**src/rtl/button_mode_ctrl.sv**
```systemverilog
// Two-button RUN/SET/LOCK mode controller with field editing, idle timeout
// and blink generation. Each output is a flop, so it changes on the edge after its input code.
module button_mode_ctrl #(
  parameter int unsigned TIMEOUT_CYC = 500_000_000,
  parameter int unsigned BLINK_HALF  = 12_500_000,
  parameter int unsigned NUM_FIELDS  = 3
) (
  input  logic       CLOCK_50,
  input  logic       rst_n,
  input  logic [1:0] btn_a_code,
  input  logic [1:0] btn_b_code,
  output logic [1:0] mode,
  output logic [1:0] field,
  output logic       inc_pulse,
  output logic       dec_pulse,
  output logic       page_pulse,
  output logic       commit_pulse,
  output logic       cancel_pulse,
  output logic       blink
);

  localparam logic [1:0] MODE_RUN  = 2'b00;
  localparam logic [1:0] MODE_SET  = 2'b01;
  localparam logic [1:0] MODE_LOCK = 2'b10;

  localparam int unsigned IDLE_W  = (TIMEOUT_CYC > 1) ? $clog2(TIMEOUT_CYC) : 1;
  localparam int unsigned BLINK_W = (BLINK_HALF > 1) ? $clog2(BLINK_HALF) : 1;

  localparam logic [IDLE_W-1:0]  IDLE_LAST  = IDLE_W'(TIMEOUT_CYC - 1);
  localparam logic [BLINK_W-1:0] BLINK_LAST = BLINK_W'(BLINK_HALF - 1);
  localparam logic [1:0]         FIELD_LAST = 2'(NUM_FIELDS - 1);

  logic [1:0]         mode_q, mode_d;
  logic [1:0]         field_q, field_d;
  logic [IDLE_W-1:0]  idle_q, idle_d;
  logic [BLINK_W-1:0] blink_cnt_q, blink_cnt_d;
  logic               blink_q, blink_d;
  logic               inc_q, inc_d;
  logic               dec_q, dec_d;
  logic               page_q, page_d;
  logic               commit_q, commit_d;
  logic               cancel_q, cancel_d;

  logic a_short, a_long, a_evt, b_short, b_long, any_evt;

  // Code 11 decodes as no event; a coincident A event masks B.
  always_comb begin
    a_short = (btn_a_code == 2'b01);
    a_long  = (btn_a_code == 2'b10);
    a_evt   = a_short | a_long;
    b_short = !a_evt && (btn_b_code == 2'b01);
    b_long  = !a_evt && (btn_b_code == 2'b10);
    any_evt = a_evt | b_short | b_long;
  end

  always_comb begin
    mode_d      = mode_q;
    field_d     = field_q;
    idle_d      = idle_q;
    blink_cnt_d = blink_cnt_q;
    blink_d     = blink_q;
    inc_d       = 1'b0;
    dec_d       = 1'b0;
    page_d      = 1'b0;
    commit_d    = 1'b0;
    cancel_d    = 1'b0;

    case (mode_q)
      MODE_RUN: begin
        if (a_long) begin
          mode_d      = MODE_SET;
          field_d     = 2'd0;
          idle_d      = '0;
          blink_cnt_d = '0;
          blink_d     = 1'b1;
        end else if (b_short) begin
          page_d = 1'b1;
        end else if (b_long) begin
          mode_d = MODE_LOCK;
        end
      end

      MODE_SET: begin
        if (blink_cnt_q == BLINK_LAST) begin
          blink_cnt_d = '0;
          blink_d     = ~blink_q;
        end else begin
          blink_cnt_d = blink_cnt_q + 1'b1;
        end

        if (any_evt) begin
          idle_d = '0;
        end else if (idle_q != IDLE_LAST) begin
          idle_d = idle_q + 1'b1;
        end

        // Exits below override the counter updates above.
        if (a_short) begin
          if (field_q >= FIELD_LAST) begin
            commit_d = 1'b1;
            mode_d   = MODE_RUN;
          end else begin
            field_d     = field_q + 2'd1;
            blink_cnt_d = '0;
            blink_d     = 1'b1;
          end
        end else if (a_long) begin
          cancel_d = 1'b1;
          mode_d   = MODE_RUN;
        end else if (b_short) begin
          inc_d = 1'b1;
        end else if (b_long) begin
          dec_d = 1'b1;
        end else if (idle_q == IDLE_LAST) begin
          cancel_d = 1'b1;
          mode_d   = MODE_RUN;
        end

        if (mode_d == MODE_RUN) begin
          field_d     = 2'd0;
          idle_d      = '0;
          blink_cnt_d = '0;
          blink_d     = 1'b0;
        end
      end

      MODE_LOCK: begin
        if (b_long) mode_d = MODE_RUN;
      end

      default: begin
        mode_d      = MODE_RUN;
        field_d     = 2'd0;
        idle_d      = '0;
        blink_cnt_d = '0;
        blink_d     = 1'b0;
      end
    endcase
  end

  always_ff @(posedge CLOCK_50 or negedge rst_n) begin
    if (!rst_n) begin
      mode_q      <= MODE_RUN;
      field_q     <= 2'd0;
      idle_q      <= '0;
      blink_cnt_q <= '0;
      blink_q     <= 1'b0;
      inc_q       <= 1'b0;
      dec_q       <= 1'b0;
      page_q      <= 1'b0;
      commit_q    <= 1'b0;
      cancel_q    <= 1'b0;
    end else begin
      mode_q      <= mode_d;
      field_q     <= field_d;
      idle_q      <= idle_d;
      blink_cnt_q <= blink_cnt_d;
      blink_q     <= blink_d;
      inc_q       <= inc_d;
      dec_q       <= dec_d;
      page_q      <= page_d;
      commit_q    <= commit_d;
      cancel_q    <= cancel_d;
    end
  end

  assign mode         = mode_q;
  assign field        = field_q;
  assign inc_pulse    = inc_q;
  assign dec_pulse    = dec_q;
  assign page_pulse   = page_q;
  assign commit_pulse = commit_q;
  assign cancel_pulse = cancel_q;
  assign blink        = blink_q;

endmodule

```
**config.mk**
```make
export PLATFORM = sky130hd
export DESIGN_NAME = button_mode_ctrl
export DESIGN_NICKNAME = d
export VERILOG_FILES = /design/src/rtl/button_mode_ctrl.sv
export SDC_FILE = /design/constraint.sdc
export NUM_CORES = 1
export LEC_CHECK = 0
export ABC_CLOCK_PERIOD_IN_PS = 5100
export CAP_MARGIN = 40
export CORE_MARGIN = 2
export CORE_UTILIZATION = 40
export DETAILED_ROUTE_END_ITERATION = 16
export PLACE_DENSITY = 0.67
export SLEW_MARGIN = 20
export SYNTH_ARGS = -nofsm -noshare
export SYNTH_HDL_FRONTEND = slang
export SYNTH_SLANG_ARGS = --single-unit
```
**constraint.sdc**
```tcl
create_clock -name CLOCK_50 -period 5.1 [get_ports CLOCK_50]
set_input_delay 1.02 -clock CLOCK_50 [delete_from_list [all_inputs] [get_ports CLOCK_50]]
set_output_delay 1.02 -clock CLOCK_50 [all_outputs]
set_load 0.01 [all_outputs]
```
# Word level (Yosys, flattened, before mapping)

Cells that the tools add are included.

Flip-flop bits (word level): 63
Bits of input ports: 6
Output and inout port bits: 10
Word-level logic and storage cells: 97

$add $sub $neg: 3
Magnitude comparators: 1
Equality and inequality tests: 16
Mux-type cells: 53
Bitwise logic cells: 5
Reductions and logical operators: 9

Operator list:

| cell                                                     | number |
|---|---|
| two-way mux 24 bit                                       | 5 |
| two-way mux 29 bit                                       | 4 |
| case mux 29 bit (3 select lines)                         | 1 |
| case mux 24 bit (3 select lines)                         | 1 |
| two-way mux 2 bit                                        | 15 |
| adder 29 x 1 -> 29 bit, second input constant            | 1 |
| == test 29 bit, second input constant                    | 1 |
| != test 29 bit, second input constant                    | 1 |
| adder 24 x 1 -> 24 bit, second input constant            | 1 |
| == test 24 bit, second input constant                    | 1 |
| two-way mux 1 bit                                        | 24 |
| != test 3 bit, second input constant                     | 4 |
| case mux 2 bit (3 select lines)                          | 2 |
| == test 2 x 1 -> 1 bit, second input constant            | 3 |
| == test 2 bit, second input constant                     | 3 |
| AND reduction 3 bit                                      | 2 |
| logical NOT 2 bit                                        | 2 |
| != test 2 bit, second input constant                     | 2 |
| != test 4 bit, second input constant                     | 1 |
| AND reduction 4 bit                                      | 1 |
| bitwise OR 1 bit                                         | 3 |
| case mux 1 bit (3 select lines)                          | 1 |
| adder 2 x 1 -> 2 bit, second input constant              | 1 |
| greater-or-equal comparator 2 bit, second input constant | 1 |
| other kinds (4)                                          | 6 |

# Logic depth before layout (Yosys ltp)

Gate-level depths: netlist (run 1).

Depth after elaboration: 12
Gate-level depth with buffers: 11
Depth with buffers taken out: 8

# Worst setup path after synthesis (run 1)

Ideal clock, no wire load.

Path type: input port to flip-flop
Start point: input btn_a_code[1]
End point: register blink_cnt_q[13]
Setup time: 83 ps
Arrival time: 2,667 ps
Required time: 5,017 ps
Path slack: 2,350 ps
Stages: 8
Buffers on the path: 2
Path through: inv_1 ha_1 clkbuf_1 or3_1 or3b_1 buf_2 or3_1 o21ai_0

Longest elaborated chain between the ends: 12
Elaborated cells between the ends (all ways): 17
Classes of those cells: 3 x eq/ne; 8 x mux; 1 x bitwise; 5 x reduce/logical

Ends and longest elaborated chain:

| what                                                    | line   | text |
|---|---|---|
| from (decl)                                             | 10     | `input logic [1:0] btn_a_code,` |
| == test 2 x 1 -> 1 bit or == test 2 bit (tied branches) | 48, 49 |  |
| bitwise OR 1 bit                                        | 50     | `a_evt = a_short \| a_long;` |
| logical NOT 1 bit                                       | 51, 52 |  |
| logical AND 1 bit                                       | 52     | `b_long = !a_evt && (btn_b_code == 2'b10);` |
| two-way mux 2 bit                                       | 112    | `end else if (b_long) begin` |
| two-way mux 2 bit                                       | 110    | `end else if (b_short) begin` |
| two-way mux 2 bit                                       | 107    | `end else if (a_long) begin` |
| two-way mux 2 bit                                       | 98     | `if (a_short) begin` |
| two-way mux 2 bit                                       | 68     | `case (mode_q)` |
| logical NOT 2 bit                                       | 119    | `if (mode_d == MODE_RUN) begin` |
| two-way mux 24 bit                                      | 119    |  |
| case mux 24 bit (3 select lines)                        | 68     |  |
| to (signal assigned)                                    | 157    | `blink_cnt_q <= blink_cnt_d;` |
| to (decl)                                               | 36     | `logic [BLINK_W-1:0] blink_cnt_q, blink_cnt_d;` |

Parallel ways exist; a longest one is shown, timed or not. The select of a mux whose other input is x is not followed.
A chain may end at the register's enable or synchronous reset.

# Worst setup path in the final report (run 1)

Start point: input btn_a_code[0]
End point: register idle_q[26]

Longest elaborated chain between the ends: 12
Elaborated cells between the ends (all ways): 20
Classes of those cells: 4 x eq/ne; 8 x mux; 3 x bitwise; 5 x reduce/logical

Ends and longest elaborated chain:

| what                                                                                     | line   | text |
|---|---|---|
| == test 2 x 1 -> 1 bit or == test 2 bit (tied branches)                                  | 48, 49 |  |
| bitwise OR 1 bit                                                                         | 50     |  |
| logical NOT 1 bit                                                                        | 51, 52 |  |
| logical AND 1 bit                                                                        | 52     |  |
| two-way mux 2 bit                                                                        | 112    |  |
| two-way mux 2 bit                                                                        | 110    |  |
| two-way mux 2 bit                                                                        | 107    |  |
| two-way mux 2 bit                                                                        | 98     |  |
| two-way mux 2 bit                                                                        | 68     |  |
| logical NOT 2 bit                                                                        | 119    |  |
| != test 4 bit (no source line) or two-way mux 29 bit (tied branches)                     | --     |  |
| AND reduction 3 bit (no source line) or case mux 29 bit (3 select lines) (tied branches) | --     |  |
| to (signal assigned)                                                                     | 156    | `idle_q <= idle_d;` |
| to (decl)                                                                                | 35     | `logic [IDLE_W-1:0] idle_q, idle_d;` |

Parallel ways exist; a longest one is shown, timed or not. The select of a mux whose other input is x is not followed.

==> results of run 1 <==
[per-layer routing]
layer | vias up | global-route usage (%)
met4 | 0 | 6.22
met1 | 1551 | 23.8
li1 | 1605 | -
met3 | 10 | 4.18
met5 | - | 0
met2 | 57 | 27.9
[power by group]
| part | switching, uW | internal (uW) |
|---|---|---|
| clock | 208 | 292 |
| combinational | 221 | 122 |
| sequential | 35.7 | 524 |
| total | 464 | 938 |
[Yosys cell counts, types with 3 or more instances]
cell type  count  area share (%)
nor4_1         5            0.84
and3_1         4            0.68
dfrtp_1       63              43
mux2i_1        9             2.4
a31oi_1       11             1.9
o21ai_0       25             3.4
o211ai_1       5             1.0
clkbuf_1       8            0.81
inv_1         24             2.4
nand3_1       47             6.4
a22oi_1        4            0.81
nor4b_1        3            0.71
nand2b_1       3            0.51
nor3_1        10             1.4
and2_1         3            0.51
or4_1          3            0.61
or3_1         19             3.2
a21oi_1       37             5.0
nand2_1       45             4.6
o21a_1         3            0.61
nand4_1       14             2.4
nor2_1        16             1.6
ha_1           5             1.7
nand3b_1       3            0.61
and4_1         7             1.7
buf_2          9             1.2
[logic make-up after synthesis]
family	count (synthesis)	share of synthesized area, %
AO/OA/AOI/OAI	101	16.3
XOR/XNOR	1	0.237
adder cells (fa/ha/maj)	5	1.69
buffers and inverters	44	5.07
flip-flops	63	42.6
multiplexers	9	2.43
AND/OR/NAND/NOR	206	31.7
[sequential cells by signal, indices dropped and copies added (netlist names)]
signal and count:
blink 1, blink_cnt_q 24, cancel_pulse 1, commit_pulse 1
dec_pulse 1, field 2, idle_q 29, inc_pulse 1
mode 2, page_pulse 1
[through the flow]
stage          std cells  utilization (%)
4_1_cts              555             45.6
3_5_place_dp         539             43.2
5_1_grt              555             45.6
3_3_place_gp         539             43.1
2_1_floorplan        429                -
6_report             555             45.6
[worst paths after layout]
path                                                  start                          end  depth (start not counted)
min in group asynchronous                             rst_n            blink$_DFFE_PN0P_                          1
max in group asynchronous                             rst_n        idle_q[2]$_DFFE_PN0P_                          2
worst min-delay path            blink_cnt_q[18]$_DFFE_PN0P_  blink_cnt_q[18]$_DFFE_PN0P_                          1
worst min register to register  blink_cnt_q[18]$_DFFE_PN0P_  blink_cnt_q[18]$_DFFE_PN0P_                          1
worst max-delay path                          btn_a_code[0]       idle_q[26]$_DFFE_PN0P_                          8
worst max register to register        idle_q[0]$_DFFE_PN0P_  blink_cnt_q[18]$_DFFE_PN0P_                          8
[cell type report]
class | instances | area, um^2
inverters | 24 | 90.1
fillers | 884 | 4950
clock buffers | 12 | 145
multi-input cells | 322 | 1950
flip-flops and latches | 63 | 1580
repair buffers | 19 | 175
well taps | 111 | 139
clock inverters | 4 | 77.6
[critical path, cell delays in order]
cell             delay, ps
clkdlybuf4s50_1        420
inv_1                   70
ha_1                   260
a21o_1                 530
o211a_1                270
nand2_2                200
or4_1                  560
nand3_1                 90
==> impl_results.md, run 1 <==
* Initial antenna violation count at 0
* Required time of the worst setup path at between 5000 and 6000 ps
* Tightest Pin Transition at between 700 and 800 ps
* Die height at 100 um
* Pwr/cell area at between 300 and 400 nW/um^2
* Worst EP arrival at 3430 ps
* Cell row count at 35
* Hold WS at 501 ps
* Max IR drop VDD at 0.000183 V
* Total routing usage reported by global routing at 17.7%
* Metal-1 WL at roughly 4.1 mm
* Async SR Flop Fraction at 100%
* Final setup violation count at 0
* Initial DRC Count at around 180
* Die ar. at 10000 um^2
* Syn_nets at 440
* Final instance area at about 4200 um^2
* Global route overflow at 0
* Ports at 16
* EDFF count, synth at 0
* CTS root buf: clkbuf_8
* Routed wl met3 at between 200 and 300 um
* Post-layout min period at 3140 ps
* Status: complete, no violations
* Fin. Hold Viols at 0
* Share of the yosys chip area belonging to registers at 42.6%
* N_diodes at 0
* Placeable Area at 9110 um^2
* Final wirelength at 8.33 mm
* Post-Synthesis Cell Area at roughly 3700 um^2
* Share of cells above drive strength 1 at under 10%
* WS Path Type: in2reg
* Final setup skew at 10.9 ps
* Hold Buf Count CTS at 0
* Peak fanout along the critical path at 17
* Pin count of the biggest net entering global routing at 39
* Post-DP HPWL at between 5 and 6 mm
* H-tree depth at 3
* Reg clk slew, reported paths at about 70 ps
* Startpoint types: primary input
* Post-synthesis register bit count at 63
* DRC errors left at 0
* Commonest cells after routing, fill and taps aside: 63 x dfrtp_1, 47 x nand3_1, 45 x nand2_1
* Final setup margin at ~2000 ps
* Placer Congestion at 0.842
* First-pass GRT wire length at 14.3 mm
* Die Width at 100 um
* Hold crit path type: reg2reg
* ANT nets after route at 0
* Synth warn at 0
* Nets at 450
* Most common cell after layout, fill and taps aside: dfrtp_1
* WL met2 at 3.87 mm
* Max-cap violations at 0
* CTS max path bufs at 2
* Pwr Total at 1400 uW
* Post-CTS Setup Bufs at 0
* DRT Pass-1 Iters at 4
* Synth-to-layout area growth at 12.2%
* Clock sink total at 63
* Initial Util at 40.6%
* Period utilization at 61.7%
* Clock network latency to the later pin of the worst-skew pair at 350 ps
* Per-cell routed wire length at 15.0 um
* Number of global-route vias before repair at 3028
* CP endpoint kind: flop
* Setup TNS at 0 ps
* FMAX at 318 MHz
* DP Area at about 3900 um^2
* Port bufs at 15
* Reg2Reg Setup Slack at 2620 ps
* Distinct cells, synth at 59
* Top FF cell, synth: dfrtp_1
* Routed vias at ~3200
* Worst slew margin at around half
* Dpl ws at 1630 ps
* Top layer in use: met4
* Average cell area after synthesis at 8.63 um^2
* TritonCTS Buffers at 9
* RSZ-0062 raised after global routing: false
* Vias per cell at 5.81
* Syn Inst Count at 429
* Fin. max-slew vios at 0
* CTS resizes at 0
* Static Leak at 0.00162 uW
* CTS tree: done
Note: power is estimated with default switching activity, not from simulation.
==> inputs of run 2 (changes only) <==
Settings changed: ABC_CLOCK_PERIOD_IN_PS 5100 to 2700, PLACE_DENSITY 0.67 to 0.69.
Clock period 5.1 ns to 2.7 ns, I/O delays scaled along.
==> run 2 against run 1 <==
Effect of this change: clock-buffer cell count decreased by 2; register-to-register slack got worse by 2400 ps; worst setup slack worse by 1800 ps; largest cell class unchanged; critical path depth stayed put; power is 96% higher; routed wire length rose by 4.7%.
==> impl_results.md, run 2 (synthesis results as in run 1) <==
* Status: complete, no violations
* Setup TNS at 0 ps (unchanged)
* TritonCTS Buffers at 9 (unchanged)
* Placeable Area at 9110 um^2 (unchanged)
* Peak fanout along the critical path at 10 (-7)
* DRT Pass-1 Iters at 4 (unchanged)
* Worst EP arrival at 2750 ps (-680 ps)
* DRC errors left at 0 (unchanged)
* Static Leak at 0.00171 uW (+6.0%)
* Placer Congestion at 0.872 (+3.6%)
* Cell count after placement at 555 (+3.0%)
* Period utilization at about 94%
* Share of cells above drive strength 1 at 12.1% (+3.6 points)
* Nets at 467 (+3.8%)
* CTS max path bufs at 2 (unchanged)
* Ports at 16 (unchanged)
* Max-cap violations at 0 (unchanged)
* Fin. Hold Viols at 0 (unchanged)
* Fin cells at 572 (+3.1%)
* Global route overflow at 0 (unchanged)
* Clk pwr share at 34.7% (-0.9 points)
* Sw power at 900 uW (+94%)
* CTS resizes at 0 (unchanged)
* FMAX at 395 MHz
* Reg2Reg Setup Slack at 270 ps (-2350 ps)
* Clock sink total at 63 (unchanged)
* Fin. max-slew vios at 0 (unchanged)
* Total routing usage reported by global routing at 18.9% (+1.2 points)
* Final setup skew at 10.8 ps (-0.107 ps)
* Initial antenna violation count at 0 (unchanged)
* Die Width at 100 um (unchanged)
* RSZ-0062 raised after global routing: false
* Reg-to-Reg End: blink_cnt_q[23]$_DFFE_PN0P_
* Per-cell routed wire length at 15.2 um (+1.6%)
* Die height at 100 um (unchanged)
* Startpoint types: primary input
* Final wirelength at 8.72 mm (+4.7%)
* Top Registers: idle_q (29), blink_cnt_q (24)
* Pwr/cell area at 633 nW/um^2 (+87%)
* FF-to-FF Start: idle_q[0]$_DFFE_PN0P_
* Most common cell after layout, fill and taps aside: dfrtp_1
* Tightest Pin Transition at 777 ps (+51.7 ps)
* Reg clk slew, reported paths at 80 ps (about the same)
* Synth-to-layout area growth at 17.1%
* Largest register by flop count: idle_q
* Die ar. at 10000 um^2 (unchanged)
* CTS tree: done
* Final setup margin at 165 ps (-1790 ps)
* Initial DRC Count at 136 (-23%)
* Worst slew margin at 47.8% (-3.8 points)
* Dpl ws at -212 ps (-1840 ps)
* Post-layout min period at 2530 ps
* Final setup violation count at 0 (unchanged)
* N_diodes at 0 (unchanged)
* Hold Buf Count CTS at 0 (unchanged)
* Initial Util at 40.6% (unchanged)
* WS Path Type: in2reg
* Pwr Total at 2740 uW (+96%)
* Number of global-route vias before repair at 3352 (+11%)
* Post-DP HPWL at 6.00 mm (+7.0%)
* CP endpoint kind: flop
* Cell row count at 35 (unchanged)
* Routed vias at 3364 (+4.4%)
* Post-CTS Setup Bufs at 0 (unchanged)
* Sw frac at 32.8% (-0.32 points)
* Clock network latency to the later pin of the worst-skew pair at 350 ps (about the same)
* Comb pwr share at 26.8% (+2.4 points)
* Required time of the worst setup path at 2910 ps (-2470 ps)
* H-tree depth at 3 (unchanged)
* Cell Int Power at 1840 uW (+97%)
* CTS root buf: clkbuf_8
* Vias per cell at 5.88 (+1.3%)
* Hold crit path type: in2async
* Port bufs at 15 (unchanged)
* Commonest cells after routing, fill and taps aside: 63 x dfrtp_1, 47 x nand3_1, 45 x nand2_1
* First-pass GRT wire length at 15.4 mm (+7.8%)
* Max reg flops at 29 (unchanged)
* Sequential power share at 38.5% (-1.4 points)
* ANT nets after route at 0 (unchanged)
* Max IR drop VDD at 0.000421 V (+130%)
* R2r worst-path depth at 7 (-1)
* Pin count of the biggest net entering global routing at 64 (+64%)
-- run 2: worst max path at each step --
stage,slack [ps],depth (start not counted),from,to
finish,170,8,btn_a_code[0],blink_cnt_q[23]$_DFFE_PN0P_
global route,9,8,btn_a_code[0],blink_cnt_q[23]$_DFFE_PN0P_
CTS,140,8,btn_a_code[0],blink_cnt_q[23]$_DFFE_PN0P_
detailed placement,-210,8,btn_a_code[0],blink_cnt_q[23]$_DFFE_PN0P_
global placement,-90,9,btn_a_code[0],blink_cnt_q[12]$_DFFE_PN0P_
floorplan,430,8,btn_a_code[1],blink_cnt_q[13]$_DFFE_PN0P_
-- run 2: power by group through the flow --
| stage | Sequential [uW] | Clock [uW] | Combinational (uW) |
|---|---|---|---|
| after CTS | 1060 | 974 | 733 |
| after detailed placement | 1070 | 0 | 727 |
| after floorplan | 1070 | 0 | 443 |
| after global routing | 1070 | 1020 | 825 |
| after global placement | 1070 | 0 | 710 |
| final | 1060 | 951 | 736 |
-- run 2: layout make-up --
class / instances / area, um^2
clock buffers: 10 / 138
clock inverters: 6 / 92.6
fillers: 848 / 4770
inverters: 24 / 90.1
multi-input cells: 322 / 1950
flip-flops and latches: 63 / 1580
well taps: 111 / 139
repair buffers: 36 / 353
-- run 2: critical path, stage by stage --
cell,delay (ps)
clkdlybuf4s50_1,480
inv_1,50
ha_1,320
and2_1,180
nor4_2,60
buf_4,140
or3b_1,520
o311ai_0,450
-- run 2: metrics by stage --
step                utilization, %  hold slack, ps  area (um^2)
detailed placement            44.9             494         4090
finish                        47.6             139         4340
floorplan                        -             244         3700
CTS                           47.4             390         4320
global route                  47.6             151         4340
global placement              44.9             486         4090
-- run 2: routing by layer --
metal / routed length (um) / share of wire [%] / global-route usage (%) / vias up
met3: 253 / 2.9 / 4.25 / 13
met2: 4280 / 49 / 30.8 / 66
met1: 4060 / 47 / 25.0 / 1631
li1: - / - / - / 1654
met4: 116 / 1.3 / 6.22 / 0
met5: 0 / 0 / 0 / -
